==> src/rtl/ucode_pkg.sv <==
// ============================================================================
// Module : ucode_pkg
// Brief  : Shared types for the microcoded control store (micro-addresses,
//          next-address codes, opcodes, microword layout, FSM states).
// Rev    : 1.0
// ============================================================================
`default_nettype none

package ucode_pkg;

    localparam logic [3:0] UA_FETCH    = 4'd0;
    localparam logic [3:0] UA_DECODE   = 4'd1;
    localparam logic [3:0] UA_MEMADR   = 4'd2;
    localparam logic [3:0] UA_MEMREAD  = 4'd3;
    localparam logic [3:0] UA_MEMWB    = 4'd4;
    localparam logic [3:0] UA_MEMWRITE = 4'd5;
    localparam logic [3:0] UA_EXECR    = 4'd6;
    localparam logic [3:0] UA_ALUWB    = 4'd7;
    localparam logic [3:0] UA_EXECI    = 4'd8;
    localparam logic [3:0] UA_JAL      = 4'd9;
    localparam logic [3:0] UA_BEQ      = 4'd10;

    typedef enum logic [2:0] {
        AC_SEQ   = 3'b000,
        AC_DISP1 = 3'b001,
        AC_DISP2 = 3'b010,
        AC_FETCH = 3'b011,
        AC_ALUWB = 3'b100
    } addr_ctl_e;

    localparam logic [6:0] OP_R   = 7'b0110011;
    localparam logic [6:0] OP_I   = 7'b0010011;
    localparam logic [6:0] OP_JAL = 7'b1101111;
    localparam logic [6:0] OP_BEQ = 7'b1100011;
    localparam logic [6:0] OP_LW  = 7'b0000011;
    localparam logic [6:0] OP_SW  = 7'b0100011;

    typedef struct packed {
        logic       adr_src;
        logic       ir_write;
        logic       pc_update;
        logic       branch;
        logic       mem_write;
        logic       reg_write;
        logic [1:0] alu_src_a;
        logic [1:0] alu_src_b;
        logic [1:0] alu_op;
        logic [1:0] result_src;
        logic       mem;
        addr_ctl_e  addr_ctl;
    } microword_t;

    typedef enum logic [1:0] {
        ST_BOOT  = 2'd0,
        ST_RUN   = 2'd1,
        ST_FAULT = 2'd2
    } state_e;

    function automatic logic disp1_legal(input logic [6:0] i_op);
        case (i_op)
            OP_R, OP_I, OP_JAL, OP_BEQ, OP_LW, OP_SW: return 1'b1;
            default:                                  return 1'b0;
        endcase
    endfunction

    function automatic logic disp2_legal(input logic [6:0] i_op);
        case (i_op)
            OP_LW, OP_SW: return 1'b1;
            default:      return 1'b0;
        endcase
    endfunction

endpackage

`default_nettype wire

==> src/rtl/ucode_rom.sv <==
// ============================================================================
// Module : ucode_rom
// Brief  : Combinational microcode ROM, micro-address to microword plus valid.
// Rev    : 1.0
// ============================================================================
`default_nettype none

module ucode_rom
    import ucode_pkg::*;
(
    input  logic [3:0] i_uaddr,
    output microword_t o_word,
    output logic       o_valid
);

    always_comb begin
        o_word  = '0;
        o_valid = 1'b1;
        case (i_uaddr)
            UA_FETCH: begin
                o_word.ir_write   = 1'b1;
                o_word.pc_update  = 1'b1;
                o_word.alu_src_b  = 2'b10;
                o_word.result_src = 2'b10;
                o_word.mem        = 1'b1;
                o_word.addr_ctl   = AC_SEQ;
            end
            UA_DECODE: begin
                o_word.alu_src_a  = 2'b01;
                o_word.alu_src_b  = 2'b01;
                o_word.addr_ctl   = AC_DISP1;
            end
            UA_MEMADR: begin
                o_word.alu_src_a  = 2'b10;
                o_word.alu_src_b  = 2'b01;
                o_word.addr_ctl   = AC_DISP2;
            end
            UA_MEMREAD: begin
                o_word.adr_src    = 1'b1;
                o_word.mem        = 1'b1;
                o_word.addr_ctl   = AC_SEQ;
            end
            UA_MEMWB: begin
                o_word.result_src = 2'b01;
                o_word.reg_write  = 1'b1;
                o_word.addr_ctl   = AC_FETCH;
            end
            UA_MEMWRITE: begin
                o_word.adr_src    = 1'b1;
                o_word.mem_write  = 1'b1;
                o_word.mem        = 1'b1;
                o_word.addr_ctl   = AC_FETCH;
            end
            UA_EXECR: begin
                o_word.alu_src_a  = 2'b10;
                o_word.alu_op     = 2'b10;
                o_word.addr_ctl   = AC_SEQ;
            end
            UA_ALUWB: begin
                o_word.reg_write  = 1'b1;
                o_word.addr_ctl   = AC_FETCH;
            end
            UA_EXECI: begin
                o_word.alu_src_a  = 2'b10;
                o_word.alu_src_b  = 2'b01;
                o_word.alu_op     = 2'b10;
                o_word.addr_ctl   = AC_ALUWB;
            end
            UA_JAL: begin
                o_word.alu_src_a  = 2'b01;
                o_word.alu_src_b  = 2'b10;
                o_word.pc_update  = 1'b1;
                o_word.addr_ctl   = AC_ALUWB;
            end
            UA_BEQ: begin
                o_word.alu_src_a  = 2'b10;
                o_word.alu_op     = 2'b01;
                o_word.branch     = 1'b1;
                o_word.addr_ctl   = AC_FETCH;
            end
            default: o_valid = 1'b0;
        endcase
    end

endmodule

`default_nettype wire

==> src/rtl/ucode_control_store.sv <==
// ============================================================================
// Module : ucode_control_store
// Brief  : Control store / decode stage with memory wait handshake, wait
//          timeout and sticky fault. Optional perf counters: UCODE_PERF_EN.
// Rev    : 1.0
// ============================================================================
`default_nettype none

module ucode_control_store
    import ucode_pkg::*;
#(
    parameter int unsigned WAIT_LIMIT = 16
) (
    input  logic        clk,
    input  logic        rst_n,
    input  logic [3:0]  uaddr,
    input  logic [6:0]  op,
    input  logic        mem_ready,
    output logic [2:0]  addr_ctl,
    output logic        seq_en,
    output logic        mem_req,
    output logic        adr_src,
    output logic        ir_write,
    output logic        pc_update,
    output logic        branch,
    output logic        mem_write,
    output logic        reg_write,
    output logic [1:0]  alu_src_a,
    output logic [1:0]  alu_src_b,
    output logic [1:0]  alu_op,
    output logic [1:0]  result_src,
`ifdef UCODE_PERF_EN
    output logic [31:0] perf_cycles,
    output logic [31:0] perf_instret,
`endif
    output logic        fault
);

    localparam int unsigned c_cnt_w = (WAIT_LIMIT == 0) ? 1 : $clog2(WAIT_LIMIT + 1);
    localparam logic [c_cnt_w-1:0] c_last =
        (WAIT_LIMIT == 0) ? '0 : c_cnt_w'(WAIT_LIMIT - 1);

    state_e             r_state;
    state_e             w_next;
    logic [c_cnt_w-1:0] r_wait_cnt;
    microword_t         w_word;
    logic               w_valid;
    logic               w_illegal;
    logic               w_stall;
    logic               w_go;
    logic               w_timeout;

    ucode_rom u_rom (
        .i_uaddr (uaddr),
        .o_word  (w_word),
        .o_valid (w_valid)
    );

    assign w_illegal = !w_valid
                    || (uaddr == UA_DECODE && !disp1_legal(op))
                    || (uaddr == UA_MEMADR && !disp2_legal(op));
    assign w_stall   = (r_state == ST_RUN) && !w_illegal && w_word.mem && !mem_ready;
    assign w_go      = !w_word.mem || mem_ready;
    // Fault on the edge that would record the WAIT_LIMIT-th non-ready cycle.
    assign w_timeout = (WAIT_LIMIT != 0) && w_stall && (r_wait_cnt == c_last);

    always_ff @(posedge clk or negedge rst_n) begin
        if (!rst_n) begin
            r_state    <= ST_BOOT;
            r_wait_cnt <= '0;
        end else begin
            r_state    <= w_next;
            r_wait_cnt <= w_stall ? r_wait_cnt + c_cnt_w'(1) : '0;
        end
    end

    always_comb begin
        w_next     = r_state;
        addr_ctl   = AC_FETCH;
        seq_en     = 1'b0;
        mem_req    = 1'b0;
        adr_src    = 1'b0;
        ir_write   = 1'b0;
        pc_update  = 1'b0;
        branch     = 1'b0;
        mem_write  = 1'b0;
        reg_write  = 1'b0;
        alu_src_a  = 2'b00;
        alu_src_b  = 2'b00;
        alu_op     = 2'b00;
        result_src = 2'b00;
        fault      = 1'b0;
        case (r_state)
            ST_BOOT: begin
                seq_en = 1'b1;
                w_next = ST_RUN;
            end
            ST_RUN: begin
                addr_ctl   = w_word.addr_ctl;
                alu_src_a  = w_word.alu_src_a;
                alu_src_b  = w_word.alu_src_b;
                alu_op     = w_word.alu_op;
                result_src = w_word.result_src;
                if (w_illegal) begin
                    w_next = ST_FAULT;
                end else begin
                    // Strobes only fire on the cycle the access completes.
                    seq_en    = w_go;
                    mem_req   = w_word.mem;
                    adr_src   = w_word.adr_src;
                    ir_write  = w_word.ir_write  & w_go;
                    pc_update = w_word.pc_update & w_go;
                    branch    = w_word.branch    & w_go;
                    mem_write = w_word.mem_write & w_go;
                    reg_write = w_word.reg_write & w_go;
                    if (w_timeout) begin
                        w_next = ST_FAULT;
                    end
                end
            end
            ST_FAULT: fault = 1'b1;
            default: begin
                fault  = 1'b1;
                w_next = ST_FAULT;
            end
        endcase
    end

`ifdef UCODE_PERF_EN
    always_ff @(posedge clk or negedge rst_n) begin
        if (!rst_n) begin
            perf_cycles  <= '0;
            perf_instret <= '0;
        end else if (r_state == ST_RUN) begin
            perf_cycles <= perf_cycles + 32'd1;
            if (seq_en && addr_ctl == AC_FETCH) begin
                perf_instret <= perf_instret + 32'd1;
            end
        end
    end
`endif

endmodule

`default_nettype wire

==> config.mk <==
export PLATFORM = sky130hd
export DESIGN_NAME = ucode_control_store
export DESIGN_NICKNAME = d
export VERILOG_FILES = /design/src/rtl/ucode_pkg.sv /design/src/rtl/ucode_rom.sv /design/src/rtl/ucode_control_store.sv
export SDC_FILE = /design/constraint.sdc
export NUM_CORES = 1
export LEC_CHECK = 0
export CORE_MARGIN = 4
export CORE_UTILIZATION = 43
export DETAILED_ROUTE_END_ITERATION = 16
export GPL_TIMING_DRIVEN = 0
export PLACE_DENSITY = 0.89
export SETUP_SLACK_MARGIN = 0.02
export SLEW_MARGIN = 20
export SYNTH_ARGS = -nofsm -noshare
export SYNTH_HDL_FRONTEND = slang
export SYNTH_HIERARCHICAL = 1
export SYNTH_SLANG_ARGS = --single-unit
export TNS_END_PERCENT = 100
==> constraint.sdc <==
create_clock -name clk -period 1.89 [get_ports clk]
set_input_delay 0.378 -clock clk [delete_from_list [all_inputs] [get_ports clk]]
set_output_delay 0.378 -clock clk [all_outputs]
set_load 0.02 [all_outputs]
### After elaboration in Yosys (flattened, before gate mapping)

Cells that the tools add are included.

| storage, ports and cells | value |
|---|---|
| logic and storage cells | 102 |
| bits in registers | 7 |
| output and inout bits | 20 |
| input port bits | 14 |

| operators by class | value |
|---|---|
| reductions and logical operators | 32 |
| equal/unequal tests | 20 |
| add/sub/neg operators | 1 |
| bitwise operators | 6 |
| muxes and demuxes | 41 |

Operators by type and width:

| kind | count |
|---|---|
| 1-bit two-way mux | 26 |
| 4-bit by 3-bit == test with 1-bit output (second input constant) | 4 |
| 2-bit one-hot mux with 2 select lines | 4 |
| 2-bit OR reduction | 8 |
| 7-bit by 6-bit == test with 1-bit output (second input constant) | 2 |
| 7-bit == test (second input constant) | 2 |
| 4-bit == test (second input constant) | 3 |
| 2-bit two-way mux | 6 |
| 3-bit one-hot mux with 4 select lines | 1 |
| 11-bit OR reduction | 1 |
| 4-bit by 2-bit == test with 1-bit output (second input constant) | 2 |
| 4-bit OR reduction | 2 |
| 7-bit by 2-bit == test with 1-bit output (second input constant) | 1 |
| 7-bit by 5-bit == test with 1-bit output (second input constant) | 1 |
| 1-bit logical AND | 6 |
| 1-bit logical NOT | 6 |
| 2-bit one-hot mux with 3 select lines | 1 |
| 3-bit OR reduction | 2 |
| 6-bit OR reduction | 1 |
| 5-bit by 1-bit adder with 5-bit output (second input constant) | 1 |
| 1-bit AND | 5 |
| 5-bit by 4-bit == test with 1-bit output (second input constant) | 1 |
| 5-bit two-way mux | 1 |
| 4-bit by 1-bit == test with 1-bit output (second input constant) | 1 |
| other kinds (10) | 12 |

### Depth between registers and ports, before layout

| logic depth | value |
|---|---|
| depth in word-level cells | 15 |
| gate-level depth with buffers | 7 |
| mapped depth without buffers | 6 |

### Cells and area by module

Netlist, hierarchy kept.

Modules (own cells, without submodules):

| module | times used | cells an instance | sequential area each (um2) | area an instance (um2) |
|---|---|---|---|---|
| ucode_control_store | 1 | 61 | 175.2 | 573.0 |
| ucode_rom | 1 | 40 | 0.0 | 289.0 |

### Worst setup path before layout

No wires, ideal clock.

| timing | value |
|---|---|
| path type | input port to output port |
| from | in op[3] |
| to | out branch |
| required time | 1512 ps |
| cell stages on the path | 4 |
| arrival time | 1783 ps |
| path buffers | 0 |
| path slack | -271 ps |
| path through | or4_4 > o21ai_4 > o211ai_4 > nor3b_1 |

| on the way | value |
|---|---|
| cells in the longest elaborated chain, start to end | 9 |
| elaborated cells on any way between the ends | 18 |
| those cells by class | eq/ne (6); mux (4); reduce/logical (8) |

Ends and longest elaborated chain:

| item | line | text |
|---|---|---|
| start: declaration | ucode_control_store.sv:17 | `input logic [6:0] op,` |
| 7-bit by 2-bit == test with 1-bit output (tied with other cells) | ucode_pkg.sv:60, ucode_pkg.sv:67 |  |
| 6-bit OR reduction | ucode_pkg.sv:60 | `case (i_op)` |
| 1-bit two-way mux | ucode_pkg.sv:60 |  |
| 1-bit logical NOT | ucode_control_store.sv:60 | `\|\| (uaddr == UA_DECODE && !disp1_legal(op))` |
| 1-bit logical AND | ucode_control_store.sv:60 |  |
| 1-bit logical OR | ucode_control_store.sv:60 |  |
| 1-bit logical OR (*) | ucode_control_store.sv:61 | `\|\| (uaddr == UA_MEMADR && !disp2_legal(op));` |
| 1-bit two-way mux (*) | ucode_control_store.sv:104 | `if (w_illegal) begin` |
| 1-bit two-way mux (*) | ucode_control_store.sv:93 | `case (r_state)` |
| end: declaration | ucode_control_store.sv:25 | `output logic branch,` |

Every way passes the cells marked *; elsewhere a longest branch is shown, timed or not.

### Worst setup path in the final report

| timing | value |
|---|---|
| from | in op[4] |
| to | out mem_write |

| on the way | value |
|---|---|
| cells in the longest elaborated chain, start to end | 9 |
| elaborated cells on any way between the ends | 18 |
| those cells by class | eq/ne (6); mux (4); reduce/logical (8) |

Ends and longest elaborated chain:

| item | line | text |
|---|---|---|
| 7-bit by 2-bit == test with 1-bit output (tied with other cells) | ucode_pkg.sv:60, ucode_pkg.sv:67 |  |
| 6-bit OR reduction | ucode_pkg.sv:60 |  |
| 1-bit two-way mux | ucode_pkg.sv:60 |  |
| 1-bit logical NOT | ucode_control_store.sv:60 |  |
| 1-bit logical AND | ucode_control_store.sv:60 |  |
| 1-bit logical OR | ucode_control_store.sv:60 |  |
| 1-bit logical OR (*) | ucode_control_store.sv:61 |  |
| 1-bit two-way mux (*) | ucode_control_store.sv:104 |  |
| 1-bit two-way mux (*) | ucode_control_store.sv:93 |  |
| end: declaration | ucode_control_store.sv:26 | `output logic mem_write,` |

Marks and branches as above.

==> metrics.txt <==
initial antenna violation count=0; failing checks=setup timing; drt initial violations=15; dominant synthesized flop cell=dfrtp_1; Antenna diodes=0; CP max FO=5; hpwl dp=1650 um; unrepaired setup endpoints after global routing=true; final hold viol count=0; Setup crit end kind=primary output; Clock transition at path regs=50 ps; most used cell, CP=buf_6; synthesized area=862 sq um; average vias per placed instance=5.13; Avg WL per Cell=14.2 um; Max-Cap Viols=0; final slew viol count=0; FMAX=458 MHz; Critical Path, Cell by Cell=buf_6, or4_4, o21ai_4, o211ai_4, buf_6, nor3b_2, buf_4; Post-Route Setup TNS=-2040 ps; CP required=1510 ps; Die X=52.8 um; Die Span Y=52.8 um; Crit Path Class=in -> out; mean post-synth cell area=8.54 sq um; met3 Track Usage GR=1.71%; Routed Antenna Nets=0; final wirelength=2500 um; Adder-Cell Fraction of Synth Area=2.90%; post-synthesis net count=117; Final min period=2180 ps; status=complete, but fails checks; fin area=1420 sq um; Core Footprint=1820 sq um; pwr dens=502 nW/um^2; TritonCTS Sinks=7; worst-case clock buffer depth=2; R2R Path Start=r_state[1]$_DFFE_PN0P_; DRC viols=0; EDFF count, synth=0; Global Route met2 Usage=37.8%; Yosys reg bits=7; via count=902; root buffer cell=clkbuf_4; leading area contributor after synthesis=dfrtp_1; PortBufs=33; gr usage total=18.7%; Seq/Total Area, Yosys=20.3%; compound-gate portion of the synthesized area=19.7%; Final Skew=2.92 ps; top post-synthesis cells by count=10 x and2_1, 10 x nor2_1, 8 x inv_1; worst-margin pin slew=349 ps; CTS tree=done; Post-Synthesis Cells=101; largest net degree at the start of global routing=11; Area Growth Syn to Fin=64.7%; vias in the first global route=860; GR peak layer=met2; hold_buf cts=0; leak pwr=0.608 nW; gr ovfl total=0; CP startpoint kind=input port; row cnt=15; H-tree depth=1; worst hold path type=in -> async; first-pass GRT wire length=3930 um; Peak VDD IR=0.502 mV; largest family of logic cells by synthesized area=simple AND/OR/NAND/NOR gates; initial core utilization=47.4%; Detailed Routing Iterations Pass 1=4; Slowest cell on crit path=or4_4; die footprint=2790 sq um; Post-Synth XOR/XNOR Area=5.08%; period utilisation layout=115%; Final setup viols=8; Tot Pwr=713 uW; synth unique cells=43; simple-gate share of the synthesized area=39.9%; CP max stage delay=540 ps; Worst Path Arrival=1800 ps; Synth area leaders=dfrtp_1 20%, and2_1 7.3%, buf_4 5.2%, nand2b_1 4.4%, nor2_1 4.4%; Post-synth ARST share=100%; met1 usage=20.5%; final worst slack=-292 ps; Synth Warn #=6; crit path from=op[4]; Final Core Density=78.0%; dpl cell area=1260 sq um; RePlAce Congestion=0.801; area fraction of the dominant cell type after synthesis=20.3%; Clk Latency, worst-skew pair=240 ps; CTS Buf Count=3; share of layout cells above drive strength 1=52.3%; fin nets=168; post-synthesis mux area share=1.16%; I/O pin total=34; slew margin rel.=76.7%
==> state kept, by name, indices dropped and copies added (netlist names) <==
| register | cells |
|---|---|
| r_wait_cnt | 5 |
| r_state | 2 |
==> final cells by class <==
class	instances	area (sq um)
Buffer	9	75.1
Clock buffer	4	26.3
Inverter	8	30.0
Multi-Input combinational cell	77	681
Timing Repair Buffer	46	400
Fill cell	120	400
Tap cell	25	31.3
Sequential cell	7	176
==> cell families (layout without fill, tap and decap cells) <==
kind of cell	Yosys count	count (layout)
compound gates	15	15
xor+xnor	5	5
fa+ha+maj	2	2
buf+inv	17	67
flops	7	7
mux	1	1
simple gates	54	54
==> what timing repair did <==
item                                    CTS  global route
pin swaps                                 8             8
setup buffers                             9             5
resized for setup                       125            19
endpoints found under the setup margin   26            18
==> per-stage QoR <==
| step | hold slack (ps) | setup WS, ps | instances |
|---|---|---|---|
| final | 389 | -292 | 176 |
| after global placement | 460 | -1100 | 159 |
| after floorplan | 82.4 | -106 | 101 |
| after global routing | 390 | -346 | 176 |
| after detailed placement | 473 | -1130 | 159 |
| after CTS | 390 | -348 | 172 |
==> cells in the final DEF (no fill, tap or decap), types with 2 or more instances in the layout <==
master,netlist,final
a21oi_1,2,2
and2_1,10,9
buf_2,0,8
buf_4,6,20
buf_6,1,12
clkbuf_1,2,2
clkbuf_4,0,3
clkdlybuf4s15_2,0,7
clkdlybuf4s50_1,0,2
dfrtp_1,7,6
dlygate4sd2_1,0,2
dlymetal6s2s_1,0,2
ha_1,2,2
inv_1,8,8
nand2b_1,6,6
nand3_1,2,2
nor2_1,10,7
nor2_2,0,2
nor3_1,4,3
nor3b_2,0,4
o221ai_1,2,2
xnor2_1,2,2
xor2_1,3,3
==> final timing paths <==
path                                                 to  slack [ps]  depth (start not counted)
min in group clk                r_wait_cnt[0]$_DFF_PN0_         480                          1
worst max-delay path                          mem_write        -290                          7
worst min-delay path            r_wait_cnt[4]$_DFF_PN0_         390                          1
max in group asynchronous        r_state[1]$_DFFE_PN0P_        1240                          1
worst max register to register   r_state[1]$_DFFE_PN0P_         390                          6
worst min register to register  r_wait_cnt[0]$_DFF_PN0_         480                          1
==> report_power, final <==
group,internal [mW],switching (mW),leakage [nW]
combinational,0.205,0.192,0.501
clock,0.0802,0.0495,0.0150
sequential,0.171,0.0155,0.0924
total,0.456,0.257,0.608
==> critical path, delay by kind of cell <==
family                 cells  cell delay (ps)
and+or+nand+nor            2              690
buffers and inverters      3              410
AOI/OAI and AO/OA          2              320
==> routing by layer <==
layer	part of all wire (%)	wire, um
met1	39	962
met2	58	1450
met5	0	0
met3	3.4	84
met4	0	0
Note: power is estimated with default switching activity, not from simulation.
==> patch 1: new RTL, config.mk and constraints unchanged <==
Change the parameter `WAIT_LIMIT` from 16 to 8.
--- a/src/rtl/ucode_control_store.sv
+++ b/src/rtl/ucode_control_store.sv
@@ -10,5 +10,5 @@
     import ucode_pkg::*;
 #(
-    parameter int unsigned WAIT_LIMIT = 16
+    parameter int unsigned WAIT_LIMIT = 8
 ) (
     input  logic        clk,
Behaviour: not the same (a bounded check fails within 10 cycles, from zero or initial values and one cycle with rst_n low).
==> patch 1 against the unedited design <==
- the flow still finishes with violations (negative setup slack)
- setup slack better by 0.054 ns
- cell count up 4.5%
- sequential cell count down 1
- largest cell class unchanged
- synthesized area down 5.7%
- die area down 4.8%
- cell area up 8.5%
- global-route usage up 4.8 points
- power up 33%
- clock power down 18%
- sequential power up 6%
- sequential share of layout area down 2.5 points
- routed wire length up 21%
- register-to-register slack better by 0.22 ns
==> patch 1: results (changes against the unedited design) <==
- Status: complete, but fails checks (unchanged)
- Failing checks: negative setup slack (unchanged)
- Nets: 176 (was 168)
- First DRT Iteration DRCs: 30 (was 15)
- Worst IR drop on VDD: 0.7949 mV (was 0.5022 mV)
- CTS buffer count: 3 (unchanged)
- Worst EP arrival: 1.75 ns (was 1.80 ns)
- Layout cells sized above 1: 0.5346 (was 0.5232)
- Clk_skew: 0.0005172 ns (was 0.002915 ns)
- Worst Path Max Fanout: 6 (was 5)
- Nets in the synthesized netlist: 121 (was 117)
- GPL Wtd Cong: 0.8106 (was 0.8005)
- Drt wl/cell: 16.44 um (was 14.18 um)
- DP HPWL: 1.774 mm (was 1.652 mm)
- First-pass GRT wire length: 4.616 mm (was 3.933 mm)
- Regs by FF count: r_wait_cnt (4), r_state (2) (was r_wait_cnt (5), r_state (2))
- Commonest cells post-synth: nor3_1, and2_1, nand2_1 (was and2_1, nor2_1, inv_1)
- GRT Util Overall: 0.2353 (was 0.1873)
- Setup WS pre-CTS: -1.245 ns (was -1.133 ns)
- Unique cell type count in the Yosys netlist: 41 (was 43)
- Main area contributors after synthesis: dfrtp_1, and2_1, nor3_1 (was dfrtp_1, and2_1, buf_4)
- Leak: 0.6469 nW (was 0.6084 nW)
- Worst setup margin: -0.2378 ns (was -0.2916 ns)
- Register area share after synthesis: 0.1846 (was 0.2032)
- Setup_tns: -1.542 ns (was -2.036 ns)
- FILL cells: 88 (was 120)
- DR vias: 1057 (was 902)
- Number of global-route vias before repair: 1004 (was 860)
- Final setup fails: 8 (unchanged)
patch 1: area by class of cell:
type,count,share of cell area
timing repair buffer,50,0.2916
tap,25,0.02031
multi-input combinational,86,0.4874
sequential,6,0.09911
clock buffer,3,0.01462
inverter,3,0.007311
buffer,11,0.07961
patch 1: worst paths after layout:
check	startpoint	end	slack [ns]	depth (start not counted)
max in group asynchronous	rst_n	r_state[0]	1.30	1
min in group clk	r_wait_cnt[0]	r_wait_cnt[0]	0.50	1
worst max-delay path	uaddr[3]	seq_en	-0.24	6
worst min register to register	r_wait_cnt[0]	r_wait_cnt[0]	0.50	1
worst min-delay path	rst_n	r_wait_cnt[0]	0.37	1
worst max register to register	r_state[1]	r_state[1]	0.61	4
patch 1: cells by family after synthesis:
family	synth area share
flip-flops	0.1846
buffers and inverters	0.1123
multiplexers	0.01231
adder cells (fa/ha/maj)	0.01538
AO/OA/AOI/OAI	0.1262
XOR/XNOR	0.05386
AND/OR/NAND/NOR	0.4954
patch 1: metrics by stage:
stage               std cells    util  power [W]  instance area (sq um)
finish                    184  0.8731  0.0009483                   1540
global route              184  0.8731   0.001011                   1540
CTS                       178  0.8638  0.0008966                   1524
detailed placement        164  0.7426  0.0006956                   1310
global placement          164  0.7426  0.0006750                   1310
floorplan                 106       -  0.0004947                  948.4
patch 1: layer usage:
layer  wire, um  vias up  track usage  share of wire
li1           -      484            -              -
met1       1086      502       0.2442           0.36
met2       1665       60       0.4428           0.55
met3        202       11      0.02579          0.067
met4         71        0       0.1485          0.023
met5          0        -            0              0
patch 1: critical path: stages:
cell       delay [ns]
buf_8            0.11
or4b_4           0.54
nor3_4           0.31
clkbuf_16        0.22
o22ai_4          0.06
buf_6            0.13
patch 1: report_power, final:
group / switching (W) / internal, W / total [W]
logic: 0.000323 / 0.000321 / 0.000644
clock network: 0.0000360 / 0.0000711 / 0.000107
registers: 0.0000404 / 0.000157 / 0.000197
patch 1: what timing repair did:
action	CTS	global route
hold endpoints to repair	0	0
hold buffers	0	0
gates cloned	1	0
buffers inserted	10	6
pin swaps	14	12
resized for setup	137	19
endpoints found under the setup margin	25	21
==> patch 2: new RTL, config.mk and constraints unchanged <==
Made on the original files. The 3 states of `state_e` get a one-hot encoding in 3 bits.
--- a/src/rtl/ucode_pkg.sv
+++ b/src/rtl/ucode_pkg.sv
@@ -51,8 +51,8 @@
     } microword_t;
 
-    typedef enum logic [1:0] {
-        ST_BOOT  = 2'd0,
-        ST_RUN   = 2'd1,
-        ST_FAULT = 2'd2
+    typedef enum logic [2:0] {
+        ST_BOOT  = 3'b001,
+        ST_RUN   = 3'b010,
+        ST_FAULT = 3'b100
     } state_e;
 
Behaviour: same outputs for any inputs over 10 cycles, from zero or initial values and one cycle with rst_n low; not proved beyond that.
==> patch 2 against the unedited design <==
- the flow still finishes with violations (negative setup slack)
- core utilization is 3.3 points lower
- critical path depth is the same
- global-route usage decreased by 2.0 points
- worst hold slack hardly changed
- non-clock buffer count stayed put
- setup slack worse by 0.053 ns
- cell area grew 5.4%
- sequential share of layout area up 1.0 points
- synthesized area up 8.3%
- cell count increased by 3.4%
- critical path type unchanged
- routed wire length shrank 10%
- highest routed layer is now met4
- sequential cell count up 1
Power is not compared: it rests on default switching activity, and its combinational part moved more than twofold at a synthesized area within 25%.
==> patch 2: results (changes against the unedited design) <==
- Hold slack: 0.3888 ns (was 0.3890 ns)
- Worst reg2reg setup slack: 0.37 ns (was 0.39 ns)
- First-pass GRT wire length: 3.698 mm (was 3.933 mm)
- Clk_skew: 0.008839 ns (was 0.002915 ns)
- Worst setup margin: -0.3450 ns (was -0.2916 ns)
- Commonest cells post-synth: and2_1, nand2b_1, dfrtp_1, inv_1 (was and2_1, nor2_1, inv_1)
- Setup_tns: -2.418 ns (was -2.036 ns)
- Clk root buf: clkbuf_4 (unchanged)
- RR Startpoint: r_state[2] (was r_state[1])
- CTS buffer count: 3 (unchanged)
- Layout cells sized above 1: 0.5226 (was 0.5232)
- Syn Inst Count: 105 (was 101)
- Final setup fails: 8 (unchanged)
- Worst EP arrival: 1.86 ns (was 1.80 ns)
- R2R cell count: 6 (unchanged)
- Worst-skew pair later-pin latency: 0.26 ns (was 0.24 ns)
- Register area share after synthesis: 0.2158 (was 0.2032)
- GRT Util Overall: 0.1677 (was 0.1873)
- Status: complete, but fails checks (unchanged)
- DP HPWL: 1.649 mm (was 1.652 mm)
- GPL Wtd Cong: 0.7412 (was 0.8005)
- Nets in the synthesized netlist: 121 (was 117)
- P_int: approximately 0.00032 W
- Clock Tree Buf Depth: 2 (unchanged)
- Final WL: 2.237 mm (was 2.496 mm)
- Worst Path Max Fanout: 8 (was 5)
- Failing checks: negative setup slack (unchanged)
- Mux contribution to synthesized area: 0.01072 (was 0.01161)
- Worst R2R End: r_state[2] (was r_state[1])
- Fraction of synthesized cell area in xor and xnor cells: 0.05630 (was 0.05080)
- Max_slew headroom: 0.6381 (was 0.7666)
- Main area contributors after synthesis: dfrtp_1, and2_1, nand2b_1 (was dfrtp_1, and2_1, buf_4)
- FILL cells: 153 (was 120)
- Number of global-route vias before repair: 872 (was 860)
- Compound-gate portion of the synthesized area: 0.1327 (was 0.1974)
- DR vias: 884 (was 902)
- Via/cell ratio: 4.857 (was 5.125)
- Regs by FF count: r_wait_cnt (5), r_state (3) (was r_wait_cnt (5), r_state (2))
- Leak: 0.6574 nW
- Critical path's top delay family: simple AND/OR/NAND/NOR gates (unchanged)
- CP max stage delay: about 0.53 ns
- IO Port Bufs: 33 (unchanged)
- Cells after DPL: 165 (was 159)
- Worst-path clk slew: roughly 0.060 ns
- First DRT Iteration DRCs: 9 (was 15)
- Core area: 2002 sq um (was 1821 sq um)
- Post-Synth Adder-Cell Area: 0.02681 (was 0.02903)
- Unique cell type count in the Yosys netlist: 46 (was 43)
==> patch 2: worst max-delay path by stage <==
stage / from / to / slack [ns] / cells past startpoint
floorplan: op[3] / branch / -0.20 / 5
global placement: op[3] / branch / -1.25 / 7
detailed placement: op[3] / branch / -1.25 / 7
CTS: op[4] / branch / -0.38 / 7
global route: op[4] / branch / -0.41 / 7
finish: op[4] / branch / -0.35 / 7
==> patch 2: kinds of logic after synthesis <==
family | count (synthesis)
mux | 1
other cells | 1
buf+inv | 16
compound gates | 13
simple gates | 58
fa+ha+maj | 2
xor+xnor | 6
flops | 8
==> patch 2: power by group through the flow <==
stage / combinational, W / clock [W] / sequential, W
global route: 0.000140 / 0.000151 / 0.000175
CTS: 0.000127 / 0.000145 / 0.000175
detailed placement: 0.000120 / 0 / 0.000178
finish: 0.000129 / 0.000138 / 0.000175
floorplan: 0.0000722 / 0 / 0.000178
global placement: 0.000118 / 0 / 0.000178
==> patch 2: what timing repair did <==
item	4_1_cts	5_1_grt
hold buffers	0	0
endpoints found under the hold margin	0	0
cloned	0	1
setup buffers	7	5
endpoints found under the setup margin	27	18
pin swaps	8	6
resized for setup	122	29
==> patch 2: metrics by stage <==
stage	setup WS [ns]	utilization	cell area, sq um
finish	-0.3450	0.7475	1496
floorplan	-0.1957	-	978.4
global placement	-1.253	0.6706	1343
CTS	-0.3823	0.7288	1459
global route	-0.4084	0.7475	1496
detailed placement	-1.253	0.6706	1343
==> patch 2: layout make-up <==
cell class                 instances  share of cell area
multi-input combinational         81              0.4849
sequential                         8              0.1346
buffer                             9             0.06187
clock buffer                       4             0.01756
timing repair buffer              46              0.2609
tap                               27             0.02258
inverter                           7             0.01756
==> patch 2: layer usage <==
layer | vias up | track usage | share of wire
met3 | 4 | 0.01090 | 0.042
met5 | - | 0 | 0
met1 | 406 | 0.1993 | 0.43
li1 | 455 | - | -
met2 | 19 | 0.2972 | 0.51
met4 | 0 | 0.08714 | 0.018
